<file path="config.mk">
export PLATFORM = sky130hd
export DESIGN_NAME = cs_microsequencer
export DESIGN_NICKNAME = d
export VERILOG_FILES = /design/src/rtl/cs_microsequencer.sv
export SDC_FILE = /design/constraint.sdc
export NUM_CORES = 1
export LEC_CHECK = 0
export CAP_MARGIN = 0
export CORE_ASPECT_RATIO = 1.2
export CORE_UTILIZATION = 33
export DETAILED_ROUTE_END_ITERATION = 10
export GPL_TIMING_DRIVEN = 0
export PLACE_DENSITY = 0.74
export SETUP_SLACK_MARGIN = 0.4
export SLEW_MARGIN = 20
export SYNTH_ARGS = -nofsm -noshare
export SYNTH_HDL_FRONTEND = slang
export SYNTH_SLANG_ARGS = --single-unit
</file>
<file path="constraint.sdc">
create_clock -name CS_MICROSEQUENCER_CLOCK_50 -period 1.5 [get_ports CS_MICROSEQUENCER_CLOCK_50]
set_clock_uncertainty 0.05 [all_clocks]
set_input_delay 0.15 -clock CS_MICROSEQUENCER_CLOCK_50 [delete_from_list [all_inputs] [get_ports CS_MICROSEQUENCER_CLOCK_50]]
set_output_delay 0.15 -clock CS_MICROSEQUENCER_CLOCK_50 [all_outputs]
set_load 0.02 [all_outputs]
</file>
<file path="src/rtl/cs_microsequencer.sv">
// cs_microsequencer: control-section microsequencer.
// Each cycle it picks the control store address mux selection from the MIR COND
// field and the PSR flags. It loads the chosen next address into CSAR and
// presents CSAR+1 as CSAI. Microcode is frozen while a main-memory access is
// waiting for MemReady, and while an external halt request is held.
//
// Optional feature: define CS_MICROSEQUENCER_TIMEOUT_EN to add a WAIT-cycle
// counter. After TIMEOUT_CYCLES wait cycles with no MemReady, the sequencer
// enters a sticky ERROR state that only reset can clear.
//
// Ports:
//   CS_MICROSEQUENCER_CLOCK_50          clock, rising edge
//   CS_MICROSEQUENCER_RESET_InLow       async active-low reset
//   CS_MICROSEQUENCER_COND_InBUS        MIR COND field
//   CS_MICROSEQUENCER_RD_In/WR_In       MIR memory read / write
//   CS_MICROSEQUENCER_MemReady_In       memory done (valid while MemReq_Out=1)
//   CS_MICROSEQUENCER_Flags_InBUS       PSR {n,z,v,c}
//   CS_MICROSEQUENCER_IR13_In           IR bit 13
//   CS_MICROSEQUENCER_HaltReq_In        halt request (level)
//   CS_MICROSEQUENCER_NextAddr_InBUS    address mux output
//   CS_MICROSEQUENCER_selection_OutBUS  mux select: 00 CSAI, 01 MIR, 10 decode
//   CS_MICROSEQUENCER_CSAR_OutBUS       registered control store address
//   CS_MICROSEQUENCER_CSAI_OutBUS       CSAR+1
//   CS_MICROSEQUENCER_MemReq_Out        memory access in progress
//   CS_MICROSEQUENCER_Stall_Out         CSAR/MIR hold this cycle
//   CS_MICROSEQUENCER_Halted_Out        in HALT
//   CS_MICROSEQUENCER_Timeout_Out       sticky memory timeout
module cs_microsequencer #(
  parameter int unsigned ADDR_LENGTH      = 11,
  parameter int unsigned SELECTION_LENGTH = 2,
  parameter int unsigned TIMEOUT_CYCLES   = 255
) (
  input  logic                        CS_MICROSEQUENCER_CLOCK_50,
  input  logic                        CS_MICROSEQUENCER_RESET_InLow,
  input  logic [2:0]                  CS_MICROSEQUENCER_COND_InBUS,
  input  logic                        CS_MICROSEQUENCER_RD_In,
  input  logic                        CS_MICROSEQUENCER_WR_In,
  input  logic                        CS_MICROSEQUENCER_MemReady_In,
  input  logic [3:0]                  CS_MICROSEQUENCER_Flags_InBUS,
  input  logic                        CS_MICROSEQUENCER_IR13_In,
  input  logic                        CS_MICROSEQUENCER_HaltReq_In,
  input  logic [ADDR_LENGTH-1:0]      CS_MICROSEQUENCER_NextAddr_InBUS,
  output logic [SELECTION_LENGTH-1:0] CS_MICROSEQUENCER_selection_OutBUS,
  output logic [ADDR_LENGTH-1:0]      CS_MICROSEQUENCER_CSAR_OutBUS,
  output logic [ADDR_LENGTH-1:0]      CS_MICROSEQUENCER_CSAI_OutBUS,
  output logic                        CS_MICROSEQUENCER_MemReq_Out,
  output logic                        CS_MICROSEQUENCER_Stall_Out,
  output logic                        CS_MICROSEQUENCER_Halted_Out,
  output logic                        CS_MICROSEQUENCER_Timeout_Out
);

  localparam logic [SELECTION_LENGTH-1:0] SEL_CSAI = SELECTION_LENGTH'(0);
  localparam logic [SELECTION_LENGTH-1:0] SEL_MIR  = SELECTION_LENGTH'(1);
  localparam logic [SELECTION_LENGTH-1:0] SEL_DEC  = SELECTION_LENGTH'(2);

  typedef enum logic [1:0] {
    ST_RUN   = 2'd0,
    ST_WAIT  = 2'd1,
`ifdef CS_MICROSEQUENCER_TIMEOUT_EN
    ST_ERROR = 2'd3,
`endif
    ST_HALT  = 2'd2
  } state_t;

  logic                   clk, rst_n;
  state_t                 state_q, state_d;
  logic [ADDR_LENGTH-1:0] csar_q;
  logic                   load;
  logic                   mem_op;

  assign clk    = CS_MICROSEQUENCER_CLOCK_50;
  assign rst_n  = CS_MICROSEQUENCER_RESET_InLow;
  // RD and WR together still form a single access.
  assign mem_op = CS_MICROSEQUENCER_RD_In | CS_MICROSEQUENCER_WR_In;

  // Branch condition decode: flags are {n,z,v,c} with n in bit 3.
  always_comb begin
    CS_MICROSEQUENCER_selection_OutBUS = SEL_CSAI;
    case (CS_MICROSEQUENCER_COND_InBUS)
      3'b001: if (CS_MICROSEQUENCER_Flags_InBUS[3]) CS_MICROSEQUENCER_selection_OutBUS = SEL_MIR;
      3'b010: if (CS_MICROSEQUENCER_Flags_InBUS[2]) CS_MICROSEQUENCER_selection_OutBUS = SEL_MIR;
      3'b011: if (CS_MICROSEQUENCER_Flags_InBUS[1]) CS_MICROSEQUENCER_selection_OutBUS = SEL_MIR;
      3'b100: if (CS_MICROSEQUENCER_Flags_InBUS[0]) CS_MICROSEQUENCER_selection_OutBUS = SEL_MIR;
      3'b101: if (CS_MICROSEQUENCER_IR13_In)        CS_MICROSEQUENCER_selection_OutBUS = SEL_MIR;
      3'b110: CS_MICROSEQUENCER_selection_OutBUS = SEL_MIR;
      3'b111: CS_MICROSEQUENCER_selection_OutBUS = SEL_DEC;
      default: CS_MICROSEQUENCER_selection_OutBUS = SEL_CSAI;
    endcase
  end

`ifdef CS_MICROSEQUENCER_TIMEOUT_EN
  localparam logic [7:0] CNT_LAST = 8'(TIMEOUT_CYCLES - 1);
  logic [7:0] wait_cnt_q, wait_cnt_d;
  logic       timeout_q;
`else
  logic unused_timeout_cfg;
  assign unused_timeout_cfg = ^32'(TIMEOUT_CYCLES);
`endif

  // State, CSAR and wait counter registers.
  always_ff @(posedge clk or negedge rst_n) begin
    if (!rst_n) begin
      state_q <= ST_RUN;
      csar_q  <= '0;
`ifdef CS_MICROSEQUENCER_TIMEOUT_EN
      wait_cnt_q <= '0;
      timeout_q  <= 1'b0;
`endif
    end else begin
      state_q <= state_d;
      if (load) csar_q <= CS_MICROSEQUENCER_NextAddr_InBUS;
`ifdef CS_MICROSEQUENCER_TIMEOUT_EN
      wait_cnt_q <= wait_cnt_d;
      timeout_q  <= timeout_q | (state_d == ST_ERROR);
`endif
    end
  end

  // Next state, CSAR load enable and handshake outputs.
  always_comb begin
    state_d                      = state_q;
    load                         = 1'b0;
    CS_MICROSEQUENCER_MemReq_Out = 1'b0;
    CS_MICROSEQUENCER_Stall_Out  = 1'b0;
`ifdef CS_MICROSEQUENCER_TIMEOUT_EN
    wait_cnt_d = wait_cnt_q;
`endif
    case (state_q)
      ST_RUN: begin
        // A memory op outranks a same-cycle halt request.
        if (mem_op) begin
          CS_MICROSEQUENCER_MemReq_Out = 1'b1;
          if (CS_MICROSEQUENCER_MemReady_In) begin
            load = 1'b1;
          end else begin
            CS_MICROSEQUENCER_Stall_Out = 1'b1;
            state_d = ST_WAIT;
`ifdef CS_MICROSEQUENCER_TIMEOUT_EN
            wait_cnt_d = '0;
`endif
          end
        end else if (CS_MICROSEQUENCER_HaltReq_In) begin
          CS_MICROSEQUENCER_Stall_Out = 1'b1;
          state_d = ST_HALT;
        end else begin
          load = 1'b1;
        end
      end
      ST_WAIT: begin
        CS_MICROSEQUENCER_MemReq_Out = 1'b1;
        if (CS_MICROSEQUENCER_MemReady_In) begin
          load    = 1'b1;
          state_d = ST_RUN;
        end else begin
          CS_MICROSEQUENCER_Stall_Out = 1'b1;
`ifdef CS_MICROSEQUENCER_TIMEOUT_EN
          if (wait_cnt_q == CNT_LAST) state_d = ST_ERROR;
          else wait_cnt_d = wait_cnt_q + 8'd1;
`endif
        end
      end
      ST_HALT: begin
        // Release returns to RUN without loading CSAR on that edge.
        CS_MICROSEQUENCER_Stall_Out = 1'b1;
        if (!CS_MICROSEQUENCER_HaltReq_In) state_d = ST_RUN;
      end
      default: begin
        // ERROR is left only through reset.
        CS_MICROSEQUENCER_Stall_Out = 1'b1;
      end
    endcase
  end

  assign CS_MICROSEQUENCER_CSAR_OutBUS = csar_q;
  assign CS_MICROSEQUENCER_CSAI_OutBUS = csar_q + ADDR_LENGTH'(1);
  assign CS_MICROSEQUENCER_Halted_Out  = (state_q == ST_HALT);
`ifdef CS_MICROSEQUENCER_TIMEOUT_EN
  assign CS_MICROSEQUENCER_Timeout_Out = timeout_q;
`else
  assign CS_MICROSEQUENCER_Timeout_Out = 1'b0;
`endif

endmodule

</file>
==> key figures <==
Run status
  – Outcome: finished with violations
  – Failing checks: negative setup slack

Die
  – DIE AREA: 2940 µm²
  – Die Width: 49.7 µm
  – Die height: 59.2 µm
  – Initial Util: 0.353
  – Std cell rows: 20
  – Core Area: 2550 µm²
  – I/O pins: 53

Placement
  – Post-DP Area: 1700 µm²
  – PortBufs: 51
  – Post-DP HPWL: 1800 µm
  – Pre-CTS WS: -604 ps
  – Placed Instances: 163
  – GPL Wtd Cong: 0.759

Yosys
  – Cell Area, Synth: 901 µm²
  – Count leader, synth: dfrtp_1
  – Register area share after synthesis: 0.361
  – Post-synth top area cell: dfrtp_1
  – Synth async-reset ratio: 1.00
  – Post-synthesis net count: 109
  – Synth Flop Type: dfrtp_1
  – Syn. warnings: 0
  – Syn avg cell area: 11.4 µm²
  – Top cells by area, synth: dfrtp_1, mux2_4, ha_1
  – Post-synth top cells: dfrtp_1, mux2_4, xnor2_1
  – Yosys top cell area share: 0.361
  – Syn Inst Count: 79
  – Post-synth EDFFs: 0
  – Netlist cell types: 30
  – Synth Register Bits: 13

Route
  – Drt first pass iters: 3
  – DR WL/cell: 15.7 µm
  – Vias: 953
  – DRC Markers: 0
  – Post-route ant nets: 0
  – Initial DRC count: 10
  – Routed vias/inst: 4.79
  – Final wirelength: 3130 µm

Global route
  – Total GRT Usage: 0.204
  – First-pass GRT wire length: 4390 µm
  – Overflow after GRT: 0
  – Initial antenna violation count: 0
  – Vias in the first global route: 946
  – Largest net degree at the start of global routing: 14

Worst hold path
  – HP Class: in2async

Pwr
  – Leakage: 0.975 nW
  – Power Dens Cells: 2430 nW/µm²
  – VDD IR max: 0.00189 V

Finish
  – Area Overhead vs Synth: 135%
  – # nets final: 197
  – Share of layout cells above drive strength 1: 0.705
  – Multi-input logic area: 828 µm²
  – Antenna cell count: 0
  – Post-route insts no fill: 199
  – Post-route cell area: 2110 µm²
  – Seq. cell area: 338 µm²
  – Fillers: 144

STA
  – Worst-margin pin slew: 622 ps
  – Rel. slew slack: 0.584
  – Final worst slack: -233 ps
  – Min Tclk post-route: 1730 ps
  – Setup violators final: 23
  – Max frequency: 577 MHz
  – Final period utilization: 1.16
  – Hold violation count in the final report: 0
  – Hold WS: 187 ps
  – RSZ-0062 raised after global routing: yes
  – Fin. max-slew vios: 0

Clock network
  – CTS clk-pin slew, worst paths: 90 ps
  – Root Driver: clkbuf_4
  – Num CTS Buffers: 3
  – Max clock buf depth: 2
  – H-tree depth: 1
  – Clk sinks: 13
  – CTS tree: done
  – # hold bufs at CTS: 0
  – Clock insertion delay at the later pin of the skew report: 290 ps

Setup path
  – Kind of critical path: reg2reg
  – Startpoint Class: flip-flop
  – CP max stage cell: dfrtp_1
  – Data arrival, critical path: 1870 ps
  – Crit-path max FO: 5
  – Data required, critical path: 1640 ps
  – Slowest cell delay on critical path: 390 ps
  – CP Capture Type: flip-flop
  – Crit path cell chain: inv_2 > ha_4 > a21boi_4 > buf_6 > a21o_4 > clkbuf_16 > mux2_4

Run
  – MaxCap Viol Count: 0
## layer usage
metal / track usage / part of all wire / vias to the layer above
met4: 0.110 / 0.018 / 0
met1: 0.231 / 0.38 / 459
met5: 0 / 0 / -
met3: 0.0256 / 0.055 / 5
li1: - / - / 449
met2: 0.373 / 0.54 / 40
## power breakdown
group	internal (W)	switching (W)	total [W]
clock network	0.0000995	0.000131	0.000231
logic	0.00238	0.00176	0.00415
registers	0.000558	0.000198	0.000755
## critical path: cells and delay by family (launching register included)
family	cells	cell delay, ps
buffers and inverters	3	360
AOI/OAI and AO/OA	2	350
muxes	1	300
DFF	1	390
adders and majority gates	1	160
## flip-flops by register name (all words and copies together) (netlist names)
| name | count |
|---|---|
| CS_MICROSEQUENCER_CSAR_OutBUS | 11 |
| state_q | 2 |
## path summary, 6_finish.rpt
| check | from | to | slack [ps] | cells after the start |
|---|---|---|---|---|
| max in group asynchronous | CS_MICROSEQUENCER_RESET_InLow | CS_MICROSEQUENCER_CSAR_OutBUS[8] | 770 | 1 |
| worst min register to register | CS_MICROSEQUENCER_CSAR_OutBUS[3] | CS_MICROSEQUENCER_CSAR_OutBUS[3] | 620 | 2 |
| min in group CS_MICROSEQUENCER_CLOCK_50 | CS_MICROSEQUENCER_HaltReq_In | state_q[0] | 310 | 3 |
| worst min-delay path | CS_MICROSEQUENCER_RESET_InLow | CS_MICROSEQUENCER_CSAR_OutBUS[6] | 190 | 1 |
| worst max-delay path | state_q[0] | CS_MICROSEQUENCER_CSAR_OutBUS[5] | -230 | 7 |
| worst max register to register | state_q[0] | CS_MICROSEQUENCER_CSAR_OutBUS[5] | -230 | 7 |
## cell type report
| type | instances | area share |
|---|---|---|
| Timing Repair Buffer | 83 | 0.398 |
| Clock inverter | 1 | 0.00237 |
| Tap cell | 33 | 0.0195 |
| Clock buffer | 3 | 0.0107 |
| Multi-Input combinational cell | 61 | 0.392 |
| Sequential cell | 13 | 0.160 |
| Buffer | 2 | 0.0130 |
| Inverter | 3 | 0.00533 |
## cells in the final DEF (no fill, tap or decap), types with 2 or more instances in the layout
master and n:
xnor2_4 4, mux2i_1 2, and3_1 2, xor2_4 2, xnor2_2 2, dfrtp_1 3
nand2_1 3, o21bai_1 2, buf_12 2, buf_2 2, clkdlybuf4s15_1 3, dfrtp_2 10
mux2_4 11, nand3_4 2, clkdlybuf4s50_1 13, o21ai_1 3, buf_4 17, ha_4 3
buf_6 39, clkbuf_4 3, dlygate4sd2_1 7, inv_2 3
## kinds of logic (layout without fill, tap and decap cells)
group	Yosys count	after routing	share of synthesized area
other	1	1	0.00416
flip-flops	13	13	0.361
XOR/XNOR	9	9	0.0875
buffers and inverters	5	92	0.0431
multiplexers	14	14	0.214
adder cells (fa/ha/maj)	5	5	0.0694
AO/OA/AOI/OAI	10	10	0.0930
AND/OR/NAND/NOR	22	22	0.128
## stage by stage
step	setup TNS (ps)	util	total power, W
floorplan	-1080	-	0.00271
global placement	-10400	0.667	0.00369
detailed placement	-10670	0.667	0.00373
CTS	-3210	0.788	0.00475
global route	-5390	0.828	0.00536
finish	-4230	0.828	0.00513
## what timing repair did
action                                 in CTS  in global routing
setup buffers                              25                  6
setup endpoints to repair                  40                 40
resized for setup                         184                 21
pin swaps                                  15                  4
cloned                                      0                  1
endpoints found under the hold margin       0                  0
Power figures use the tool's default switching activity.
